[config.mk]
export PLATFORM = sky130hd
export DESIGN_NAME = tc_host
export DESIGN_NICKNAME = d
export VERILOG_FILES = /design/src/rtl/tc_host.sv
export SDC_FILE = /design/constraint.sdc
export NUM_CORES = 1
export LEC_CHECK = 0
export BUFFER_PORTS_ARGS = -buffer_cell sky130_fd_sc_hd__clkbuf_2
export CAP_MARGIN = 20
export CORE_UTILIZATION = 45
export CTS_CLUSTER_DIAMETER = 200
export DETAILED_ROUTE_END_ITERATION = 10
export GPL_TIMING_DRIVEN = 0
export PLACE_DENSITY = 0.72
export SYNTH_ARGS = -nofsm -noshare
export SYNTH_HDL_FRONTEND = slang
export SYNTH_SLANG_ARGS = --single-unit
[constraint.sdc]
create_clock -name clk -period 3.65 [get_ports clk]
set_clock_uncertainty 0.1 [all_clocks]
set_input_delay 0.1825 -clock clk [delete_from_list [all_inputs] [get_ports clk]]
set_output_delay 0.1825 -clock clk [all_outputs]
set_load 0.1 [all_outputs]
[src/rtl/tc_host.sv]
// tc_host: command-to-peripheral bus bridge with a timer-interrupt dispatcher.
// Host commands are turned into single-cycle peripheral write/read strobes.
// A pending, globally enabled interrupt takes priority over commands: the
// dispatcher reads TIMSK and TIFR and picks the highest-priority pending
// source. It then clears that flag, pulses the vector and waits for the
// request line to drop.
module tc_host #(
  parameter logic [7:0]  TIFR_ADDR  = 8'h15,
  parameter logic [7:0]  TIMSK_ADDR = 8'h6E,
  parameter int unsigned HOLD_MAX   = 15
) (
  input  logic       clk,
  input  logic       rst,
  input  logic       cmd_valid,
  output logic       cmd_ready,
  input  logic       cmd_we,
  input  logic [7:0] cmd_addr,
  input  logic [7:0] cmd_wdata,
  output logic       rsp_valid,
  output logic [7:0] rsp_rdata,
  output logic       write,
  output logic       read,
  output logic [7:0] addr,
  output logic [7:0] wdata,
  input  logic [7:0] rdata,
  input  logic       interrupt_request,
  input  logic       status_reg_interrupt_enable,
  output logic       interrupt_executed,
  output logic [1:0] irq_vec,
  output logic       irq_vec_valid
);

  // Hold counter reads 1 in the first IHOLD cycle, so leaving at HOLD_MAX-1
  // puts IDLE exactly HOLD_MAX cycles after IACK.
  localparam logic [3:0] HOLD_LAST = 4'(HOLD_MAX - 1);

  typedef enum logic [3:0] {
    IDLE, CW, CR, CRW, RSP, IM, IMW, IF, IFW, ICLR, IACK, IHOLD
  } state_t;

  state_t      state, next;
  logic        take_irq;
  logic [2:0]  timsk;
  logic [2:0]  pending;
  logic [1:0]  vec_sel;
  logic [1:0]  vec_q;
  logic [3:0]  hold_cnt;

  assign take_irq  = interrupt_request && status_reg_interrupt_enable;
  assign cmd_ready = rst && (state == IDLE) && !take_irq;

  // Pending sources from TIFR (on rdata during IFW) masked by TIMSK; OCA > OCB > OVF.
  always_comb begin
    pending = rdata[2:0] & timsk;
    vec_sel = 2'd0;
    if (pending[1])      vec_sel = 2'd1;
    else if (pending[2]) vec_sel = 2'd2;
  end

  // State register.
  always_ff @(posedge clk) begin
    if (!rst) state <= IDLE;
    else      state <= next;
  end

  // Next-state logic; an interrupt sequence never looks at the enable again.
  always_comb begin
    next = state;
    case (state)
      IDLE: begin
        if (take_irq)       next = IM;
        else if (cmd_valid) next = cmd_we ? CW : CR;
      end
      CW:    next = RSP;
      CR:    next = CRW;
      CRW:   next = RSP;
      RSP:   next = IDLE;
      IM:    next = IMW;
      IMW:   next = IF;
      IF:    next = IFW;
      IFW:   next = (pending != 3'b000) ? ICLR : IDLE;
      ICLR:  next = IACK;
      IACK:  next = IHOLD;
      IHOLD: if (!interrupt_request || hold_cnt >= HOLD_LAST) next = IDLE;
      default: next = IDLE;
    endcase
  end

  // Registered outputs are decoded from the next state so they line up with
  // the state they belong to; addr/wdata only move when a strobe is issued.
  always_ff @(posedge clk) begin
    if (!rst) begin
      write              <= 1'b0;
      read               <= 1'b0;
      rsp_valid          <= 1'b0;
      interrupt_executed <= 1'b0;
      irq_vec_valid      <= 1'b0;
      addr               <= '0;
      wdata              <= '0;
      rsp_rdata          <= '0;
      irq_vec            <= '0;
      vec_q              <= '0;
      timsk              <= '0;
      hold_cnt           <= '0;
    end else begin
      write              <= (next == CW) || (next == ICLR);
      read               <= (next == CR) || (next == IM) || (next == IF);
      rsp_valid          <= (next == RSP);
      interrupt_executed <= (next == IACK);
      irq_vec_valid      <= (next == IACK);
      case (next)
        CW: begin
          addr  <= cmd_addr;
          wdata <= cmd_wdata;
        end
        CR:   addr <= cmd_addr;
        IM:   addr <= TIMSK_ADDR;
        IF:   addr <= TIFR_ADDR;
        ICLR: begin
          addr  <= TIFR_ADDR;
          wdata <= 8'd1 << vec_sel;
        end
        IACK: irq_vec <= vec_q;
        default: ;
      endcase
      if (state == IMW) timsk <= rdata[2:0];
      if (state == IFW) vec_q <= vec_sel;
      if (state == CRW)     rsp_rdata <= rdata;
      else if (state == CW) rsp_rdata <= '0;
      if (state == IACK)                         hold_cnt <= 4'd1;
      else if (state == IHOLD && hold_cnt != '1) hold_cnt <= hold_cnt + 4'd1;
    end
  end

endmodule

==> summary.md <==
## Logic synthesis
• **fraction of the yosys area taken by sequential cells** 45.2%
• **synthesized area** 1910 um^2
• **syn nets** 231
• **synthesis-stage register bit count** 43
• **cell count after synthesis** 199
• **EDFF count, synth** 0
• **count of yosys warnings during synthesis** 0
• **Async S/R FF share, synth** 0%
• **share of the synthesized area in the top cell type** 45.2%
• **Synth Area per Inst** 9.58 um^2
• **Unique masters post-synth** 50
• **leading register cell type out of synthesis** sky130_fd_sc_hd__dfxtp_1
• **Area contributors post-synth** sky130_fd_sc_hd__dfxtp_1, sky130_fd_sc_hd__nor2b_1, sky130_fd_sc_hd__mux2i_1
• **Synth area leader** sky130_fd_sc_hd__dfxtp_1

## Timing
• **maximum achievable frequency** 449 MHz
• **fraction of the cycle the final worst path needs** 61.0%
• **shortest clock period the worst path allows after layout** 2.23 ns
• **Slew Limit Fails** 0
• **final-report setup violation count** 0
• **max_slew headroom** 33.7%
• **setup repair after global routing missed its margin** false
• **Worst Max-Slew Pin Slew** 0.986 ns
• **Total Neg Setup Slack** 0 ns
• **hold violation count in the final report** 0

## Critical path
• **Worst Reg2Reg Path Length in Cells** 7
• **reg-to-reg critical path endpoint** wdata[6]
• **startpoint of the worst-slack reg-to-reg timing path** hold_cnt[0]
• **WP data arrival** 2.33 ns
• **end point of the critical path** wdata[6]
• **Worst EP required** 3.75 ns
• **type of the worst setup path** reg2reg
• **type of element launching the critical path** flop
• **highest net fanout along the worst path** 5
• **worst-case register-to-register setup slack** 1.42 ns
• **endpoint class of the critical path** flop
• **first element of the critical path** hold_cnt[0]

## Route
• **count of unresolved DRC violations after routing** 0
• **post-detailed-route wirelength per cell** 13.0 um
• **number of vias in the routed layout** 1,708
• **via count normalized by instance count** 5.27
• **number of iterations in the first detailed-routing pass** 4
• **post-route antenna net violation count** 0
• **WL final** 4230 um
• **Iteration-0 DRC Markers** 92

## Clocking
• **clock tree from TritonCTS** yes
• **Clock Latency Late Sink** 0.30 ns
• **CTS H-tree lvls** 2
• **cell at the root of the clock tree** sky130_fd_sc_hd__clkbuf_8
• **clock tree buffer depth** 2
• **Sinks on Clock Net** 43
• **total of cells resized after clock tree synthesis** 0
• **total of hold buffers inserted after clock tree synthesis** 5
• **Inserted Clock Buffers** 5
• **post-CTS repair timing setup buffer count** 0
• **clock slew at the register clock pins of the worst setup and hold paths** 0.08 ns

## Power and ir drop
• **static leakage** 1.06 nW
• **power per cell area** 693 nW/um^2
• **Max rail drop VDD** 0.000498 V

## Global routing
• **combined global-route utilization of all metal layers** 20.4%
• **vias in the first global route** 1,523
• **number of antenna violations at the first check in global routing** 0
• **total grt overflow** 0
• **first-pass GRT wire length** 6770 um
• **largest net degree at the start of global routing** 15

## Run
• **total of max-cap violations** 0

## Floorplanning
• **starting density of the core** 47.3%
• **floorplan die area** 4500 um^2
• **Placement Rows** 23
• **die width** 67.1 um
• **I/O pin cnt** 62
• **placeable core region** 4030 um^2
• **height of the die** 67.1 um

## Place
• **# port buffers** 61
• **Detailed Place HPWL** 3180 um
• **gp weighted congestion** 0.845

## Finish
• **fillcell total** 383
• **relative area change from synthesis to final layout** 28.6%
• **fraction of layout instances using a drive strength above 1** 32.1%
• **share of the core filled with cells** 60.8%
• **number of nets in the layout** 305
• **count of antenna diodes in the layout** 0

## Min path
• **Hold Crit Class** in2reg

## Status
• **run status** finished clean

-- where the power goes --
part	switching (mW)	leakage (nW)	internal, mW
clock network	0.170	0.0618	0.225
logic	0.574	0.648	0.168
registers	0.0306	0.350	0.530
-- critical path: stages, from the launching register on --
cell,delay [ns]
sky130_fd_sc_hd__dfxtp_1,0.39
sky130_fd_sc_hd__inv_1,0.06
sky130_fd_sc_hd__ha_1,0.19
sky130_fd_sc_hd__o211ai_1,0.24
sky130_fd_sc_hd__a211oi_1,0.16
sky130_fd_sc_hd__o41ai_2,0.64
sky130_fd_sc_hd__nor3_4,0.12
sky130_fd_sc_hd__a22o_1,0.21
-- final cells by class --
type	count	area [um^2]	share of cell area, %
multi-input combinational	137	946	38.6
sequential	43	861	35.1
timing repair buffer	67	360	14.7
clock buffer	6	82.6	3.37
buffer	12	72.6	2.96
tap	50	62.6	2.55
clock inverter	2	38.8	1.58
inverter	7	26.3	1.07
-- sequential cells by signal (all words and copies together), names as in the netlist, 2 cells and up --
| register | flops |
|---|---|
| state | 4 |
| hold_cnt | 4 |
| addr | 8 |
| rsp_rdata | 8 |
| vec_q | 2 |
| timsk | 3 |
| irq_vec | 2 |
| wdata | 8 |
-- cell usage after synthesis (all sizes together), types with 2 or more instances --
| master | number |
|---|---|
| a31oi | 2 |
| inv | 7 |
| o21ai | 8 |
| nand2 | 13 |
| a22oi | 8 |
| o211a | 3 |
| buf | 9 |
| a22o | 5 |
| ha | 2 |
| o2bb2ai | 2 |
| a21oi | 9 |
| a211oi | 6 |
| and2 | 5 |
| or4b | 2 |
| nor4 | 3 |
| nor2b | 15 |
| nor2 | 9 |
| and3 | 4 |
| nand3b | 2 |
| nor3 | 5 |
| nand4b | 2 |
| clkbuf | 3 |
| a21boi | 5 |
| nand4 | 2 |
| dfxtp | 43 |
| nand3 | 2 |
| or3 | 2 |
| mux2i | 6 |
-- layer usage --
metal	GRT usage (%)	vias up	wire length [um]	part of all wire [%]
met5	0	-	0	0
met4	5.59	0	35	0.83
met3	6.68	4	186	4.4
met2	32.3	36	2020	48
met1	26.1	790	1980	47
li1	-	878	-	-
-- logic make-up after synthesis --
| group | after synthesis | share of synthesized area, % |
|---|---|---|
| XOR/XNOR | 2 | 0.919 |
| adder cells (fa/ha/maj) | 2 | 1.31 |
| buffers and inverters | 19 | 5.19 |
| multiplexers | 6 | 3.15 |
| AO/OA/AOI/OAI | 58 | 22.9 |
| AND/OR/NAND/NOR | 69 | 21.3 |
| flip-flops | 43 | 45.2 |
-- worst min path at each step --
stage          cells after the start  slack (ns)       end         start
2_1_floorplan                      2        0.19  state[2]           rst
3_3_place_gp                       2        0.29  wdata[4]  cmd_wdata[4]
3_5_place_dp                       2        0.30  wdata[6]  cmd_wdata[6]
4_1_cts                            3        0.03   addr[7]   cmd_addr[7]
5_1_grt                            3        0.04   addr[7]   cmd_addr[7]
6_report                           3        0.04   addr[7]   cmd_addr[7]
-- stage by stage --
step	worst slack (ns)	instances	hold slack [ns]	total power, mW	instance area (um^2)
2_1_floorplan	1.65	199	0.195	1.19	1910
3_3_place_gp	1.39	310	0.292	1.30	2270
3_5_place_dp	1.42	311	0.300	1.31	2280
4_1_cts	1.41	324	0.0324	1.71	2450
5_1_grt	1.22	324	0.0376	1.78	2450
6_report	1.42	324	0.0384	1.70	2450
-- placed cells by master (no fill, tap or decap), types with 5 or more instances in the layout --
master,instances
sky130_fd_sc_hd__a21oi_1,9
sky130_fd_sc_hd__mux2i_1,6
sky130_fd_sc_hd__clkbuf_2,61
sky130_fd_sc_hd__nor2_1,7
sky130_fd_sc_hd__inv_1,7
sky130_fd_sc_hd__buf_2,5
sky130_fd_sc_hd__and2_1,5
sky130_fd_sc_hd__dlygate4sd3_1,5
sky130_fd_sc_hd__clkbuf_8,6
sky130_fd_sc_hd__dfxtp_1,43
sky130_fd_sc_hd__a22o_1,5
sky130_fd_sc_hd__o21ai_0,7
sky130_fd_sc_hd__a211oi_1,6
sky130_fd_sc_hd__nor2b_1,15
sky130_fd_sc_hd__nand2_1,13
sky130_fd_sc_hd__a22oi_1,8
(Power assumes the default switching activity.)
